`src/rtl/jesd_multilane_descrambler.sv`:
```
// jesd_multilane_descrambler: per-lane JESD204B self-synchronising descrambler (1 + x^14 + x^15) with valid/ready output register
module jesd_multilane_descrambler #(
  parameter int          NUM_LANES     = 4,
  parameter int          DATA_WIDTH    = 32,
  parameter logic [14:0] SEED          = 15'h7fff,
  parameter bit          LITTLE_ENDIAN = 1'b1
) (
  input  logic                            clk_i,
  input  logic                            rst_i,
  input  logic                            clear_i,
  input  logic [NUM_LANES-1:0]            descramble_en_i,
  input  logic                            valid_i,
  output logic                            ready_o,
  input  logic [NUM_LANES*DATA_WIDTH-1:0] data_i,
  output logic                            valid_o,
  input  logic                            ready_i,
  output logic [NUM_LANES*DATA_WIDTH-1:0] data_o,
  output logic [NUM_LANES-1:0]            sync_o
);
  localparam int NB = DATA_WIDTH / 8;
  localparam logic [1:0] N = DATA_WIDTH == 8 ? 2'd2 : 2'd1;

  if (DATA_WIDTH != 8 && DATA_WIDTH != 16 && DATA_WIDTH != 32 && DATA_WIDTH != 64) begin : g_bad_width
    $error("DATA_WIDTH must be 8, 16, 32 or 64");
  end

  function automatic logic [DATA_WIDTH-1:0] swap(input logic [DATA_WIDTH-1:0] v);
    logic [DATA_WIDTH-1:0] r;
    r = v;
    for (int k = 0; k < NB; k++) r[8*k +: 8] = LITTLE_ENDIAN ? v[8*(NB-1-k) +: 8] : v[8*k +: 8];
    return r;
  endfunction

  logic                            acc;
  logic [14:0]                     h  [NUM_LANES];
  logic [1:0]                      cnt[NUM_LANES];
  logic [DATA_WIDTH-1:0]           w  [NUM_LANES];
  logic [DATA_WIDTH+14:0]          x  [NUM_LANES];
  logic [14:0]                     nh [NUM_LANES];
  logic [1:0]                      nc [NUM_LANES];
  logic [NUM_LANES*DATA_WIDTH-1:0] dn;

  assign ready_o = !valid_o || ready_i;
  assign acc     = valid_i && ready_o;

  // clear_i seeds the history used by a coincident beat, so that beat sees SEED
  always_comb begin
    dn = '0;
    for (int l = 0; l < NUM_LANES; l++) begin
      w[l] = swap(data_i[l*DATA_WIDTH +: DATA_WIDTH]);
      x[l] = {clear_i ? SEED : h[l], w[l]};
      dn[l*DATA_WIDTH +: DATA_WIDTH] = swap(descramble_en_i[l] ?
        x[l][DATA_WIDTH+14:15] ^ x[l][DATA_WIDTH+13:14] ^ w[l] : w[l]);
      nh[l] = acc ? x[l][14:0] : clear_i ? SEED : h[l];
      nc[l] = clear_i ? {1'b0, acc} : (acc && cnt[l] != N) ? cnt[l] + 2'd1 : cnt[l];
    end
  end

  always_ff @(posedge clk_i or posedge rst_i) begin
    if (rst_i) begin
      valid_o <= 1'b0;
      data_o  <= '0;
      sync_o  <= '0;
      for (int l = 0; l < NUM_LANES; l++) begin
        h[l]   <= SEED;
        cnt[l] <= '0;
      end
    end else begin
      if (acc) begin
        valid_o <= 1'b1;
        data_o  <= dn;
      end else if (ready_i) begin
        valid_o <= 1'b0;
      end
      for (int l = 0; l < NUM_LANES; l++) begin
        h[l]      <= nh[l];
        cnt[l]    <= nc[l];
        sync_o[l] <= nc[l] == N;
      end
    end
  end
endmodule

```
`config.mk`:
```
export PLATFORM = sky130hd
export DESIGN_NAME = jesd_multilane_descrambler
export DESIGN_NICKNAME = d
export VERILOG_FILES = /design/src/rtl/jesd_multilane_descrambler.sv
export SDC_FILE = /design/constraint.sdc
export NUM_CORES = 1
export LEC_CHECK = 0
export ABC_AREA = 1
export CAP_MARGIN = 20
export CORE_MARGIN = 4
export CORE_UTILIZATION = 30
export DETAILED_ROUTE_END_ITERATION = 8
export GPL_ROUTABILITY_DRIVEN = 0
export PLACE_DENSITY_LB_ADDON = 0.15
export SLEW_MARGIN = 0
export SYNTH_ARGS = -nofsm -noshare
export SYNTH_HDL_FRONTEND = slang
export SYNTH_SLANG_ARGS = --single-unit
export TNS_END_PERCENT = 5
```
`constraint.sdc`:
```
create_clock -name clk_i -period 5.78 [get_ports clk_i]
set_input_delay 0.867 -clock clk_i [delete_from_list [all_inputs] [get_ports clk_i]]
set_output_delay 0.867 -clock clk_i [all_outputs]
set_load 0.02 [all_outputs]
```
==> report_table.html <==
<table>
<tr><th>Metric</th><th>Value</th></tr>
<tr><th colspan="2">Power</th></tr>
<tr><td>Static power due to leakage</td><td>7.48 nW</td></tr>
<tr><td>Peak VDD IR</td><td>0.000176 V</td></tr>
<tr><td>Design internal power</td><td>3.10 mW</td></tr>
<tr><td>Sw power</td><td>1.48 mW</td></tr>
<tr><td>Pwr/cell area</td><td>297 nW/um^2</td></tr>
<tr><td>Total power after layout</td><td>4.59 mW</td></tr>
<tr><td>Part of the power in the clock network</td><td>0.344</td></tr>
<tr><td>Sequential cell fraction of total power</td><td>0.388</td></tr>
<tr><td>Switching portion of total power</td><td>0.323</td></tr>
<tr><td>Combinational Power Share</td><td>0.269</td></tr>
<tr><th colspan="2">Routing</th></tr>
<tr><td>Vias</td><td>11100</td></tr>
<tr><td>Average wire length per cell after detail routing</td><td>15.2 um</td></tr>
<tr><td>Count of nets left with antenna violations after detail routing</td><td>0</td></tr>
<tr><td>Post-route DRC</td><td>0</td></tr>
<tr><td>Highest metal layer with signal wires</td><td>met5</td></tr>
<tr><td>Length of the first detailed-routing pass in iterations</td><td>6</td></tr>
<tr><td>Post-Route WL</td><td>36600 um</td></tr>
<tr><td>Via density</td><td>4.59</td></tr>
<tr><td>Met1 Routed Length</td><td>17100 um</td></tr>
<tr><td>Met3 wire length</td><td>2080 um</td></tr>
<tr><td>Count of routing violations after the opening detailed-route iteration</td><td>701</td></tr>
<tr><td>Met2 routed WL</td><td>16600 um</td></tr>
<tr><th colspan="2">STA</th></tr>
<tr><td>Post-Route Skew</td><td>0.00898 ns</td></tr>
<tr><td>Final critical-path share of the clock period</td><td>0.560</td></tr>
<tr><td>Worst Slack Setup Final</td><td>2.55 ns</td></tr>
<tr><td>Slew at the pin closest to its max-slew limit</td><td>0.857 ns</td></tr>
<tr><td>Final sum of negative setup slack</td><td>0 ns</td></tr>
<tr><td>Max-slew headroom</td><td>0.427</td></tr>
<tr><td>Peak clock frequency supported by timing</td><td>309 MHz</td></tr>
<tr><td>Unrepaired setup endpoints after global routing</td><td>no</td></tr>
<tr><td>Number of pins with negative max-slew slack in the final report</td><td>0</td></tr>
<tr><td>Final setup violation count</td><td>0</td></tr>
<tr><td>Final number of hold-violating endpoints</td><td>0</td></tr>
<tr><td>Worst Hold Margin</td><td>0.478 ns</td></tr>
<tr><td>Minimum clock period</td><td>3.23 ns</td></tr>
<tr><th colspan="2">Global routing</th></tr>
<tr><td>Vias in the first global route</td><td>10600</td></tr>
<tr><td>Antenna violations before repair</td><td>4</td></tr>
<tr><td>Total grt overflow</td><td>0</td></tr>
<tr><td>All-Layer GR Usage</td><td>0.172</td></tr>
<tr><td>First-pass GRT wire length</td><td>58500 um</td></tr>
<tr><td>Largest net degree at the start of global routing</td><td>109</td></tr>
<tr><th colspan="2">Critical path</th></tr>
<tr><td>Reg-to-reg startpoint</td><td>valid_o</td></tr>
<tr><td>Setup CP Type</td><td>input port to output pin</td></tr>
<tr><td>Register-to-register path setup slack</td><td>3.47 ns</td></tr>
<tr><td>Worst reg2reg endpoint</td><td>data_o[81]</td></tr>
<tr><td>Launch point of the critical path</td><td>ready_i</td></tr>
<tr><td>CP Launch Type</td><td>input port</td></tr>
<tr><td>Max FO, Critical Path</td><td>15</td></tr>
<tr><td>Required time at the worst-slack endpoint</td><td>4.91 ns</td></tr>
<tr><td>Worst Setup End Kind</td><td>output pin</td></tr>
<tr><td>Worst R2R Path Depth</td><td>6</td></tr>
<tr><td>Destination of the critical timing path</td><td>ready_o</td></tr>
<tr><td>Critical path arrival</td><td>2.37 ns</td></tr>
<tr><th colspan="2">Logic synthesis</th></tr>
<tr><td>Synthesized instance count</td><td>1631</td></tr>
<tr><td>Largest cells by area after synthesis</td><td>dfrtp_1 31%, nand2_1 20%, dfstp_2 14%, nand3_1 7.9%, inv_1 6.0%</td></tr>
<tr><td>Number of synthesized flops with an enable pin</td><td>0</td></tr>
<tr><td>Number of unique standard cell types used by synthesis</td><td>20</td></tr>
<tr><td>Fraction of registers with async set/reset</td><td>1.00</td></tr>
<tr><td>Top FF cell, synth</td><td>dfrtp_1</td></tr>
<tr><td>Part of the Yosys area used for sequential elements</td><td>0.448</td></tr>
<tr><td>Library cell with the largest summed area after synthesis</td><td>dfrtp_1</td></tr>
<tr><td>Most frequent cells after synthesis</td><td>593 x nand2_1, 182 x inv_1, 180 x nor2_1</td></tr>
<tr><td>Leading cell type by number of instances after synthesis</td><td>nand2_1</td></tr>
<tr><td>Avg Synthesized Cell Area</td><td>6.99 um^2</td></tr>
<tr><td>Yosys synthesis warning count</td><td>0</td></tr>
<tr><td>Share of Yosys cell area claimed by the top area cell type</td><td>0.309</td></tr>
<tr><td>Post-Syn Nets</td><td>1772</td></tr>
<tr><td>Number of synthesized register bits</td><td>201</td></tr>
<tr><td>Post-synthesis cell area</td><td>11400 um^2</td></tr>
<tr><th colspan="2">Die</th></tr>
<tr><td>Core Rows</td><td>71</td></tr>
<tr><td>Horizontal die dimension</td><td>203 um</td></tr>
<tr><td>Effective utilization at floorplan</td><td>0.304</td></tr>
<tr><td>Die outline height</td><td>203 um</td></tr>
<tr><td>Floorplan die area</td><td>41200 um^2</td></tr>
<tr><td>Area of the core</td><td>37600 um^2</td></tr>
<tr><td>Count of boundary I/O pins</td><td>271</td></tr>
<tr><th colspan="2">Clocking</th></tr>
<tr><td>Clock buffers created by TritonCTS</td><td>26</td></tr>
<tr><td>CTS sink cnt</td><td>201</td></tr>
<tr><td>Post-CTS clock slew at the launch and capture registers of the worst setup and hold paths</td><td>0.06 ns</td></tr>
<tr><td>Htree depth</td><td>1</td></tr>
<tr><td>TritonCTS clock tree</td><td>yes</td></tr>
<tr><td>Hold buffer count at CTS</td><td>0</td></tr>
<tr><td>Max Buffers Root-to-Sink</td><td>3</td></tr>
<tr><td>Gates resized, CTS repair</td><td>0</td></tr>
<tr><td>Clock insertion delay at the later pin of the skew report</td><td>0.52 ns</td></tr>
<tr><td>Number of buffers added for setup after CTS</td><td>0</td></tr>
<tr><td>CTS Root Buffer Type</td><td>clkbuf_16</td></tr>
<tr><th colspan="2">Placed design</th></tr>
<tr><td># port buffers</td><td>270</td></tr>
<tr><td>Pre-CTS setup slack</td><td>2.28 ns</td></tr>
<tr><td>Placed wire-length estimate</td><td>26300 um</td></tr>
<tr><th colspan="2">Run status</th></tr>
<tr><td>Outcome</td><td>finished, final reports clean</td></tr>
<tr><th colspan="2">Finish</th></tr>
<tr><td>Fraction of final layout cells with drive strength greater than 1</td><td>0.0654</td></tr>
<tr><td>Area of the multi-input gates</td><td>5370 um^2</td></tr>
<tr><td>Fill cell count</td><td>3883</td></tr>
<tr><td>Area Overhead vs Synth</td><td>35.6%</td></tr>
<tr><td>Area taken by flip-flops and latches</td><td>5100 um^2</td></tr>
<tr><td>Number of nets in the finished design</td><td>2018</td></tr>
<tr><th colspan="2">Hold path</th></tr>
<tr><td>Hold Path Class</td><td>register to register</td></tr>
<tr><th colspan="2">Run</th></tr>
<tr><td>Maximum Capacitance Violations</td><td>0</td></tr>
</table>
## cells in the final DEF, fill, tap and decap left out, drive strengths merged
master         instances
nand4                 12
buf                   13
dfstp                 60
o21ai                 90
nand3                179
diode                  2
bufinv                 1
clkbuf                34
clkinv                13
o211ai                17
dfrtp                141
clkdlybuf4s50        269
inv                  181
o21bai                60
clkinvlp               1
ha                     4
nand2                596
a21oi                  7
xor2                  37
nor2                 182
## layer usage
metal	track usage	up-vias
li1	-	5625
met1	0.244	5121
met2	0.273	275
met3	0.0343	45
met4	0.0403	4
met5	0	-
## flip-flops by register name (all words and copies together) (netlist names)
| signal | cells |
|---|---|
| data_o | 128 |
| valid_o | 1 |
| cnt | 8 |
| sync_o | 4 |
| h | 60 |
## worst min-delay path by stage
stage                startpoint  depth (start not counted)     endpoint
floorplan                 h[14]                          2        h[14]
global placement     data_o[67]                          2   data_o[67]
detailed placement    data_o[8]                          2    data_o[8]
CTS                 data_o[100]                          2  data_o[100]
global route        data_o[101]                          2  data_o[101]
finish              data_o[101]                          2  data_o[101]
## area by class of cell
cell class / instances / share of cell area
Inverter: 182 / 0.0444
Clock buffer: 34 / 0.0473
Multi-Input combinational cell: 1184 / 0.347
Sequential cell: 201 / 0.330
Timing Repair Buffer: 282 / 0.183
Tap cell: 511 / 0.0413
Clock inverter: 14 / 0.00615
Antenna cell: 2 / 0.000324
## power by group through the flow
stage / Sequential [mW] / Combinational [mW] / Clock (mW)
2_1_floorplan: 1.95 / 0.480 / 0
3_3_place_gp: 1.80 / 1.23 / 0
3_5_place_dp: 1.80 / 1.24 / 0
4_1_cts: 1.78 / 1.25 / 1.64
5_1_grt: 1.80 / 1.36 / 1.70
6_report: 1.78 / 1.23 / 1.58
## per-stage QoR
step	cell area, um^2	utilization	std cells
floorplan	11400	-	1631
detailed placement	14600	0.389	2360
global route	15500	0.412	2410
finish	15500	0.412	2410
CTS	15500	0.411	2408
global placement	14600	0.389	2360
## kinds of logic (layout without fill, tap and decap cells)
| group | after synthesis | count (layout) | synth area share |
|---|---|---|---|
| xor+xnor | 37 | 37 | 0.0284 |
| buf+inv | 246 | 512 | 0.0839 |
| flops | 201 | 201 | 0.448 |
| fa+ha+maj | 4 | 4 | 0.00439 |
| other cells | 0 | 2 | 0 |
| compound gates | 174 | 174 | 0.0936 |
| simple gates | 969 | 969 | 0.342 |
## critical path: stages
cell and delay (ns):
clkdlybuf4s50_1 0.47, inv_1 0.08, nand2_2 0.27, clkdlybuf4s50_1 0.68
No activity file was read; power rests on OpenSTA's default activity.
